$ cat src/rtl/regfile_write_arbiter_if.sv
// regfile_write_arbiter_if: writeback-side bus between the NUM_REQ writeback sources, the
// arbiter and the register_controller write port.
//   req_valid/req_ready   per-requester handshake (bit i belongs to requester i)
//   req_addr/req_data     packed per requester; slice i = [i*W +: W]
//   stall                 suppresses all grants in the current cycle
//   rf_write_*            registered write command towards register_controller
//   grant_id              requester behind the current rf_write_* command
//   fwd_*                 optional read bypass, present only with REGFILE_ARB_FWD_EN
// Modports: master = writeback/requester side, slave = arbiter side.
interface regfile_write_arbiter_if #(
    parameter int REG_WIDTH   = 32,
    parameter int ADDR_WIDTH  = 5,
    parameter int NUM_REQ     = 3,
    parameter int GRANT_WIDTH = (NUM_REQ > 1) ? $clog2(NUM_REQ) : 1
);
    logic [NUM_REQ-1:0]            req_valid;
    logic [NUM_REQ-1:0]            req_ready;
    logic [NUM_REQ*ADDR_WIDTH-1:0] req_addr;
    logic [NUM_REQ*REG_WIDTH-1:0]  req_data;
    logic                          stall;
    logic                          rf_write_enable;
    logic [ADDR_WIDTH-1:0]         rf_write_addr;
    logic [REG_WIDTH-1:0]          rf_write_data;
    logic [GRANT_WIDTH-1:0]        grant_id;
`ifdef REGFILE_ARB_FWD_EN
    logic [ADDR_WIDTH-1:0]         fwd_addr_0;
    logic [ADDR_WIDTH-1:0]         fwd_addr_1;
    logic                          fwd_hit_0;
    logic                          fwd_hit_1;
    logic [REG_WIDTH-1:0]          fwd_data_0;
    logic [REG_WIDTH-1:0]          fwd_data_1;
`endif

    modport master (
        output req_valid, req_addr, req_data, stall,
        input  req_ready, rf_write_enable, rf_write_addr, rf_write_data, grant_id
`ifdef REGFILE_ARB_FWD_EN
        , output fwd_addr_0, fwd_addr_1,
        input  fwd_hit_0, fwd_hit_1, fwd_data_0, fwd_data_1
`endif
    );

    modport slave (
        input  req_valid, req_addr, req_data, stall,
        output req_ready, rf_write_enable, rf_write_addr, rf_write_data, grant_id
`ifdef REGFILE_ARB_FWD_EN
        , input fwd_addr_0, fwd_addr_1,
        output fwd_hit_0, fwd_hit_1, fwd_data_0, fwd_data_1
`endif
    );
endinterface

$ cat src/rtl/regfile_write_arbiter.sv
// regfile_write_arbiter: round-robin arbiter sharing the single register-file write port
// among NUM_REQ writeback sources, one write issued per cycle.
//   clk    rising-edge clock
//   rst_n  asynchronous active-low reset
//   bus    regfile_write_arbiter_if.slave: req_valid/req_ready/req_addr/req_data/stall in,
//          rf_write_enable/rf_write_addr/rf_write_data/grant_id out (one cycle after grant)
// Optional feature macro REGFILE_ARB_FWD_EN: adds combinational forwarding of the in-flight
// write to two read ports (bus.fwd_addr_k -> bus.fwd_hit_k/bus.fwd_data_k).
module regfile_write_arbiter #(
    parameter int REG_WIDTH       = 32,
    parameter int NUM_REGS        = 32,
    parameter int ADDR_WIDTH      = $clog2(NUM_REGS),
    parameter bit REG_ZERO_GROUND = 1'b1,
    parameter int NUM_REQ         = 3
) (
    input logic clk,
    input logic rst_n,
    regfile_write_arbiter_if.slave bus
);
    localparam int GW = (NUM_REQ > 1) ? $clog2(NUM_REQ) : 1;

    logic [GW-1:0]         rr_ptr;
    logic [GW-1:0]         winner;
    logic [GW-1:0]         gid_q;
    logic                  found;
    logic                  grant;
    logic                  issue;
    logic                  we_q;
    logic [ADDR_WIDTH-1:0] win_addr;
    logic [ADDR_WIDTH-1:0] addr_q;
    logic [REG_WIDTH-1:0]  win_data;
    logic [REG_WIDTH-1:0]  data_q;
    int                    idx;

    // Scan from rr_ptr upwards (mod NUM_REQ); the first valid requester wins.
    always_comb begin
        winner = '0;
        found  = 1'b0;
        idx    = 0;
        for (int k = 0; k < NUM_REQ; k++) begin
            idx = (int'(rr_ptr) + k) % NUM_REQ;
            if (!found && bus.req_valid[idx]) begin
                winner = GW'(idx);
                found  = 1'b1;
            end
        end
    end

    // Ready is gated by rst_n so no handshake completes while the arbiter is held in reset.
    assign grant    = found && !bus.stall && rst_n;
    assign win_addr = bus.req_addr[winner*ADDR_WIDTH +: ADDR_WIDTH];
    assign win_data = bus.req_data[winner*REG_WIDTH +: REG_WIDTH];
    // A grounded register 0 write is accepted from the requester but never reaches the file.
    assign issue    = !(REG_ZERO_GROUND && win_addr == '0);

    assign bus.req_ready = grant ? (NUM_REQ'(1) << winner) : '0;

    always_ff @(posedge clk or negedge rst_n) begin
        if (!rst_n) begin
            rr_ptr <= '0;
            we_q   <= 1'b0;
            addr_q <= '0;
            data_q <= '0;
            gid_q  <= '0;
        end else begin
            we_q <= grant && issue;
            if (grant)
                rr_ptr <= (winner == GW'(NUM_REQ - 1)) ? '0 : winner + 1'b1;
            // Address/data/id only move on an issued write; otherwise they hold.
            if (grant && issue) begin
                addr_q <= win_addr;
                data_q <= win_data;
                gid_q  <= winner;
            end
        end
    end

    assign bus.rf_write_enable = we_q;
    assign bus.rf_write_addr   = addr_q;
    assign bus.rf_write_data   = data_q;
    assign bus.grant_id        = gid_q;

`ifdef REGFILE_ARB_FWD_EN
    // A grounded register 0 is never enabled, so it can never produce a hit.
    logic hit_0;
    logic hit_1;
    assign hit_0          = we_q && (addr_q == bus.fwd_addr_0);
    assign hit_1          = we_q && (addr_q == bus.fwd_addr_1);
    assign bus.fwd_hit_0  = hit_0;
    assign bus.fwd_hit_1  = hit_1;
    assign bus.fwd_data_0 = hit_0 ? data_q : '0;
    assign bus.fwd_data_1 = hit_1 ? data_q : '0;
`endif
endmodule

$ cat src/flat_wrapper.sv
// flat-port wrapper written by rule: the top's interface ports become plain ports
module regfile_write_arbiter_flat 
#(
    parameter int REG_WIDTH       = 32,
    parameter int NUM_REGS        = 32,
    parameter int ADDR_WIDTH      = $clog2(NUM_REGS),
    parameter bit REG_ZERO_GROUND = 1'b1,
    parameter int NUM_REQ         = 3
)
  (clk, rst_n, bus_req_valid, bus_req_addr, bus_req_data, bus_stall, bus_req_ready, bus_rf_write_enable, bus_rf_write_addr, bus_rf_write_data, bus_grant_id);
  regfile_write_arbiter_if #(.REG_WIDTH(REG_WIDTH), .ADDR_WIDTH(ADDR_WIDTH), .NUM_REQ(NUM_REQ)) bus_i ();
  input logic clk;
  input logic rst_n;
  input wire logic [$bits(bus_i.req_valid)-1:0] bus_req_valid;
  input wire logic [$bits(bus_i.req_addr)-1:0] bus_req_addr;
  input wire logic [$bits(bus_i.req_data)-1:0] bus_req_data;
  input wire logic [$bits(bus_i.stall)-1:0] bus_stall;
  output wire logic [$bits(bus_i.req_ready)-1:0] bus_req_ready;
  output wire logic [$bits(bus_i.rf_write_enable)-1:0] bus_rf_write_enable;
  output wire logic [$bits(bus_i.rf_write_addr)-1:0] bus_rf_write_addr;
  output wire logic [$bits(bus_i.rf_write_data)-1:0] bus_rf_write_data;
  output wire logic [$bits(bus_i.grant_id)-1:0] bus_grant_id;
  assign bus_i.req_valid = bus_req_valid;
  assign bus_i.req_addr = bus_req_addr;
  assign bus_i.req_data = bus_req_data;
  assign bus_i.stall = bus_stall;
  assign bus_req_ready = bus_i.req_ready;
  assign bus_rf_write_enable = bus_i.rf_write_enable;
  assign bus_rf_write_addr = bus_i.rf_write_addr;
  assign bus_rf_write_data = bus_i.rf_write_data;
  assign bus_grant_id = bus_i.grant_id;
  regfile_write_arbiter #(.REG_WIDTH(REG_WIDTH), .NUM_REGS(NUM_REGS), .ADDR_WIDTH(ADDR_WIDTH), .REG_ZERO_GROUND(REG_ZERO_GROUND), .NUM_REQ(NUM_REQ)) u_core (.clk(clk), .rst_n(rst_n), .bus(bus_i));
endmodule
$ cat config.mk
export PLATFORM = sky130hd
export DESIGN_NAME = regfile_write_arbiter_flat
export DESIGN_NICKNAME = d
export VERILOG_FILES = /design/src/rtl/regfile_write_arbiter_if.sv /design/src/rtl/regfile_write_arbiter.sv /design/src/flat_wrapper.sv
export SDC_FILE = /design/constraint.sdc
export NUM_CORES = 1
export LEC_CHECK = 0
export CORE_ASPECT_RATIO = 0.75
export CORE_MARGIN = 4
export CORE_UTILIZATION = 32
export DETAILED_ROUTE_END_ITERATION = 12
export PLACE_DENSITY = 0.7
export SYNTH_ARGS = -nofsm -noshare
export SYNTH_HDL_FRONTEND = slang
export SYNTH_SLANG_ARGS = --single-unit
$ cat constraint.sdc
create_clock -name clk -period 3.5 [get_ports clk]
set_input_delay 0.525 -clock clk [delete_from_list [all_inputs] [get_ports clk]]
set_output_delay 0.525 -clock clk [all_outputs]
set_load 0.02 [all_outputs]
==> Yosys cells after proc, flatten, opt, wreduce, memory -nomap -nowiden <==
Cells that the tools add are included.
{ "classes": {"add_sub_neg": 3, "div_mod_pow": 3, "n_shift": 3, "mul": 1, "n_lt_le_gt_ge": 3, "n_eq_ne": 1, "reduce_logical": 10, "muxes": 17} }
{ "op_table": {"columns": ["operator", "count"], "rows": [
  ["32-bit by 4-bit less-than comparator with 1-bit output (second input constant)", 3],
  ["96-bit by 8-bit indexed part select with 32-bit output", 1],
  ["32-bit by 3-bit modulo with 32-bit output (second input constant)", 2],
  ["3-bit by 3-bit modulo with 32-bit output (second input constant)", 1],
  ["15-bit by 6-bit indexed part select with 5-bit output", 1],
  ["1-bit 2-to-1 mux", 9],
  ["2-bit 2-to-1 mux", 4],
  ["1-bit binary-select mux with 2-bit select", 3],
  ["1-bit logical AND", 5],
  ["5-bit logical NOT", 1],
  ["2-bit by 3-bit multiplier with 5-bit output (second input constant)", 1],
  ["1-bit logical NOT", 4],
  ["2-bit by 1-bit adder with 3-bit output (second input constant)", 1],
  ["2-bit by 2-bit adder with 3-bit output (second input constant)", 1],
  ["3-bit 2-to-1 mux", 1],
  ["1-bit by 2-bit left shift with 3-bit output (first input constant)", 1],
  ["2-bit by 1-bit adder with 2-bit output (second input constant)", 1],
  ["2-bit == test (second input constant)", 1]
]} }
{ "totals": {"elab_cells": 46, "out_inout_bits": 43, "ff_bits": 42, "in_bits": 117} }

==> Depth between registers and ports, before layout <==
{ "depth": {"word_depth": 16, "ltp_mapped": 15} }

==> Worst setup path after synthesis <==
Ideal clock, no wire load.
{ "synth_timing": {"path_type": "reg-to-output", "start": "register u_core.rr_ptr[0]", "end": "output port bus_req_ready[0]", "t_arrival_ns": 2.565, "required_time_ns": 2.975, "path_slack_ns": 0.410, "stages_incl_launch_ff": 11, "n_path_buf": 4, "cell_sequence": "dfrtp_1 > inv_1 > ha_1 > buf_4 > and4b_1 > a211o_1 > buf_6 > mux2i_1 > buf_2 > buf_2 > nor3b_1"} }
{ "synth_via": {"elab_chain_cells": 14} }
{ "synth_rtl": {"columns": ["element", "line_no", "rtl"], "rows": [
  ["start: declaration", "regfile_write_arbiter.sv:22", "logic [GW-1:0] rr_ptr;"],
  ["start signal: assignment", "regfile_write_arbiter.sv:68", "rr_ptr <= (winner == GW'(NUM_REQ - 1)) ? '0 : winner + 1'b1;"],
  ["parallel branches: the longest is 13 deep, another holds 32-bit by 3-bit modulo with 32-bit output", null, null],
  ["3-bit 2-to-1 mux (*)", "regfile_write_arbiter.sv:56", "assign bus.req_ready = grant ? (NUM_REQ'(1) << winner) : '0;"],
  ["end: declaration", "flat_wrapper.sv:18", "output wire logic [$bits(bus_i.req_ready)-1:0] bus_req_ready;"]
]} }
Mark *: on every way between the ends. The select of a mux whose other input is x is not followed.

==> Final worst setup path <==
{ "layout_timing": {"start": "register u_core.rr_ptr[1]", "end": "output port bus_req_ready[1]"} }
The elaborated chain is that of the path after synthesis.

==> results.md <==
- Max Root-Sink Buffers: 2
- Met2 WL: 3850 um
- Number of max-cap violations: 0
- Maximum clock frequency: between 200 and 300 MHz
- Req. time, crit path: 2.97 ns
- CTS tree: built
- HP Class: in2async
- Vias in the first global route: roughly 2,500
- Initial antenna violation count: 0
- Setup Total Neg Slack: 0 ns
- Num Clock Sinks: between 40 and 50
- Post-synth cell types: 35
- Core footprint: around 0.0085 mm2
- Pint: 2.34 mW
- CTS H-Tree Depth: 2
- Final wirelength: approximately 8000 um
- IO Pins: 160
- Area Overhead vs Synth: 68.0%
- Post-synthesis compound-gate area fraction: 13.7%
- Mapped Cells: ~280
- DR iter-0 viols: 86
- Largest net degree at the start of global routing: 43
- Insertion delay to the later sink of the worst-skew pair: around 0.28 ns
- Area of the die: 0.0103 mm2
- Layout cell share with drive strength beyond 1: around 14%
- Ant diodes: 0
- Synth top area share: 37.8%
- Worst-Margin Slew: approximately 0.52 ns
- Switching Fraction: approximately 41%
- Root Driver: clkbuf_16
- Final Setup Violations: 0
- Pleak: between 2 and 2.5 nW
- Setup WS post-layout: 0.0853 ns
- Placer congestion estimate: between 0.7 and 0.8
- Async S/R FF share, synth: 100%
- Simple-gate share of the synthesized area: 11.5%
- Initial Utilization: between 30% and 40%
- Met1 WL: 3280 um
- DIE WIDTH: around 120 um
- Largest family of logic cells by synthesized area: multiplexers
- Slew Viols, Final: 0
- First-pass DRT Iterations: 4
- RSZ-0062 raised after global routing: no
- Worst path arrival time: roughly 2.9 ns
- Register area share after synthesis: ~38%
- Vias: 2,558
- EDFF count, synth: 0
- Max-Slew Margin vs Limit: between 60% and 70%
- Worst Setup EP: bus_req_ready[1]
- Wire per inst: between 10 and 15 um
- Synth Area in Adders: around 1.8%
- Clk pwr share: between 10% and 20%
- Gate power share: between 60% and 70%
- Met3 WL: 815 um
- Gr ovfl total: 0
- Mapped Area: about 0.0028 mm2
- Total CTS buffers: 5
- PD cells: 846 mW/mm2
- R2r worst-path depth: 11
- Commonest register cell after synthesis: dfrtp_1
- Synthesis-stage register bit count: 42
- Total GRT Usage: approximately 15%
- Setup bufs post-CTS: 0
- Nets@finish: about 550
- Period utilisation layout: between 90% and 100%
- Setup crit start: u_core.rr_ptr[1]$_DFFE_PN0P_
- Die height: between 80 and 90 um
- FP Rows: 29
- Clk_skew: between 0.002 and 0.003 ns
- CP max FO: 8
- Crit path launch type: flop
- Synth area leader: dfrtp_1
- Net Switching: 1.61 mW
- Worst R2R End: u_core.bus.rf_write_data[14]$_DFFE_PN0P_
- Final number of hold-violating endpoints: 0
- Final worst path period need: ~3.4 ns
- Endpoint class of the critical path: output pin
- Crit path kind: reg2out
- Pre-CTS setup slack: 0.0189 ns
- Hpwl dp: around 6600 um
- R2r setup slk: ~0.28 ns
- Placed inst area: approximately 0.0045 mm2
- Synth top area cells: dfrtp_1 38%, mux2i_1 15%, mux2_2 12%
- Reg2reg start: u_core.rr_ptr[0]$_DFFE_PN0P_
- Final-layout fill cell count: 772
- Post-CTS sizing: 1
- DRC Markers: 0
- Area of the multi-input gates: 0.00163 mm2
- Syn_nets: 398
- Mux contribution to synthesized area: roughly 30%
- Design area: around 0.0047 mm2
- Seq pwr share: between 20% and 30%
- Hold_buf cts: 0
- Peak supply drop: 0.378 mV
- Via density: between 4 and 5
- Clock-pin slew on the worst setup and hold paths: around 0.06 ns
- Top Layer Used: met4
- Post-Syn Area per Cell: around 10 um2
- Register Area: about 0.0011 mm2
- Synth top cells by count: 42 x dfrtp_1, 42 x mux2i_1, 41 x nand2_1
- Outcome: complete, no violations
- Buffers on Ports: roughly 160
- Xor-xnor portion of the synthesized cell area: 0%
- DRT antenna net count: 0
- First-pass GRT wire length: between 10,000 and 15,000 um
- YS warnings: 0
[final cells by class]
type / instances / area share (%)
Sequential cell: 42 / 22.5
Multi-Input combinational cell: 207 / 34.9
Tap cell: 108 / 2.90
Inverter: 7 / 0.563
Clock inverter: 1 / 0.107
Clock buffer: 7 / 3.06
Timing Repair Buffer: 169 / 36.0
[worst min-delay path by stage]
stage,from,to
after detailed placement,u_core.bus.rf_write_data[0]$_DFFE_PN0P_,u_core.bus.rf_write_data[0]$_DFFE_PN0P_
after global routing,rst_n,u_core.bus.rf_write_addr[3]$_DFFE_PN0P_
after floorplan,rst_n,u_core.bus.grant_id[0]$_DFFE_PN0P_
after CTS,rst_n,u_core.bus.rf_write_data[21]$_DFFE_PN0P_
final,rst_n,u_core.bus.rf_write_data[21]$_DFFE_PN0P_
after global placement,u_core.bus.rf_write_data[1]$_DFFE_PN0P_,u_core.bus.rf_write_data[1]$_DFFE_PN0P_
[logic make-up after synthesis]
group | Yosys count
fa+ha+maj | 4
compound gates | 61
buf+inv | 28
simple gates | 66
flops | 42
mux | 76
[metrics by stage]
step / util (%) / total power, mW / hold WS (ns) / instances
floorplan: - / 2.55 / 0.229 / 277
global placement: 53.0 / 3.44 / 0.488 / 533
detailed placement: 53.0 / 3.49 / 0.495 / 533
CTS: 54.7 / 3.96 / 0.362 / 541
global route: 55.2 / 4.25 / 0.385 / 541
finish: 55.2 / 3.95 / 0.340 / 541
[cell usage in the layout (no fill, tap or decap), types with 3 or more instances in the layout]
| master | Yosys | routed |
|---|---|---|
| and3b_1 | 3 | 3 |
| clkbuf_16 | 0 | 5 |
| inv_1 | 7 | 7 |
| mux2_4 | 5 | 5 |
| o21ai_0 | 40 | 40 |
| nor2_1 | 10 | 10 |
| mux2i_1 | 42 | 40 |
| a21o_1 | 4 | 4 |
| clkdlybuf4s50_1 | 0 | 156 |
| nand2_1 | 41 | 41 |
| a2111oi_0 | 4 | 4 |
| o22a_1 | 4 | 4 |
| buf_4 | 1 | 9 |
| mux2_2 | 29 | 29 |
| dfrtp_1 | 42 | 42 |
[power by group through the flow]
stage | combinational [mW] | clock, mW | sequential [mW]
after global placement | 2.59 | 0 | 0.855
after CTS | 2.63 | 0.463 | 0.862
final | 2.63 | 0.454 | 0.862
after global routing | 2.86 | 0.494 | 0.898
after floorplan | 1.41 | 0 | 1.14
after detailed placement | 2.62 | 0 | 0.866
[registers in the layout (all words and copies together) (netlist names)]
signal,flops
u_core.bus.grant_id,2
u_core.bus.rf_write_data,32
u_core.bus.rf_write_enable,1
u_core.rr_ptr,2
u_core.bus.rf_write_addr,5
[critical path: stages, from the launching register on]
cell and delay, ns:
dfrtp_1 0.45, inv_1 0.14, ha_4 0.22, mux2i_2 0.28, o22ai_2 0.15, o32a_1 0.35, a31oi_1 0.23, and2_1 0.20
clkdlybuf4s50_1 0.61
[routing by layer]
metal	vias up	track usage (%)
li1	1291	-
met5	-	0
met4	0	2.56
met1	1167	18.2
met3	6	5.54
met2	94	24.5
Power figures use the tool's default switching activity.
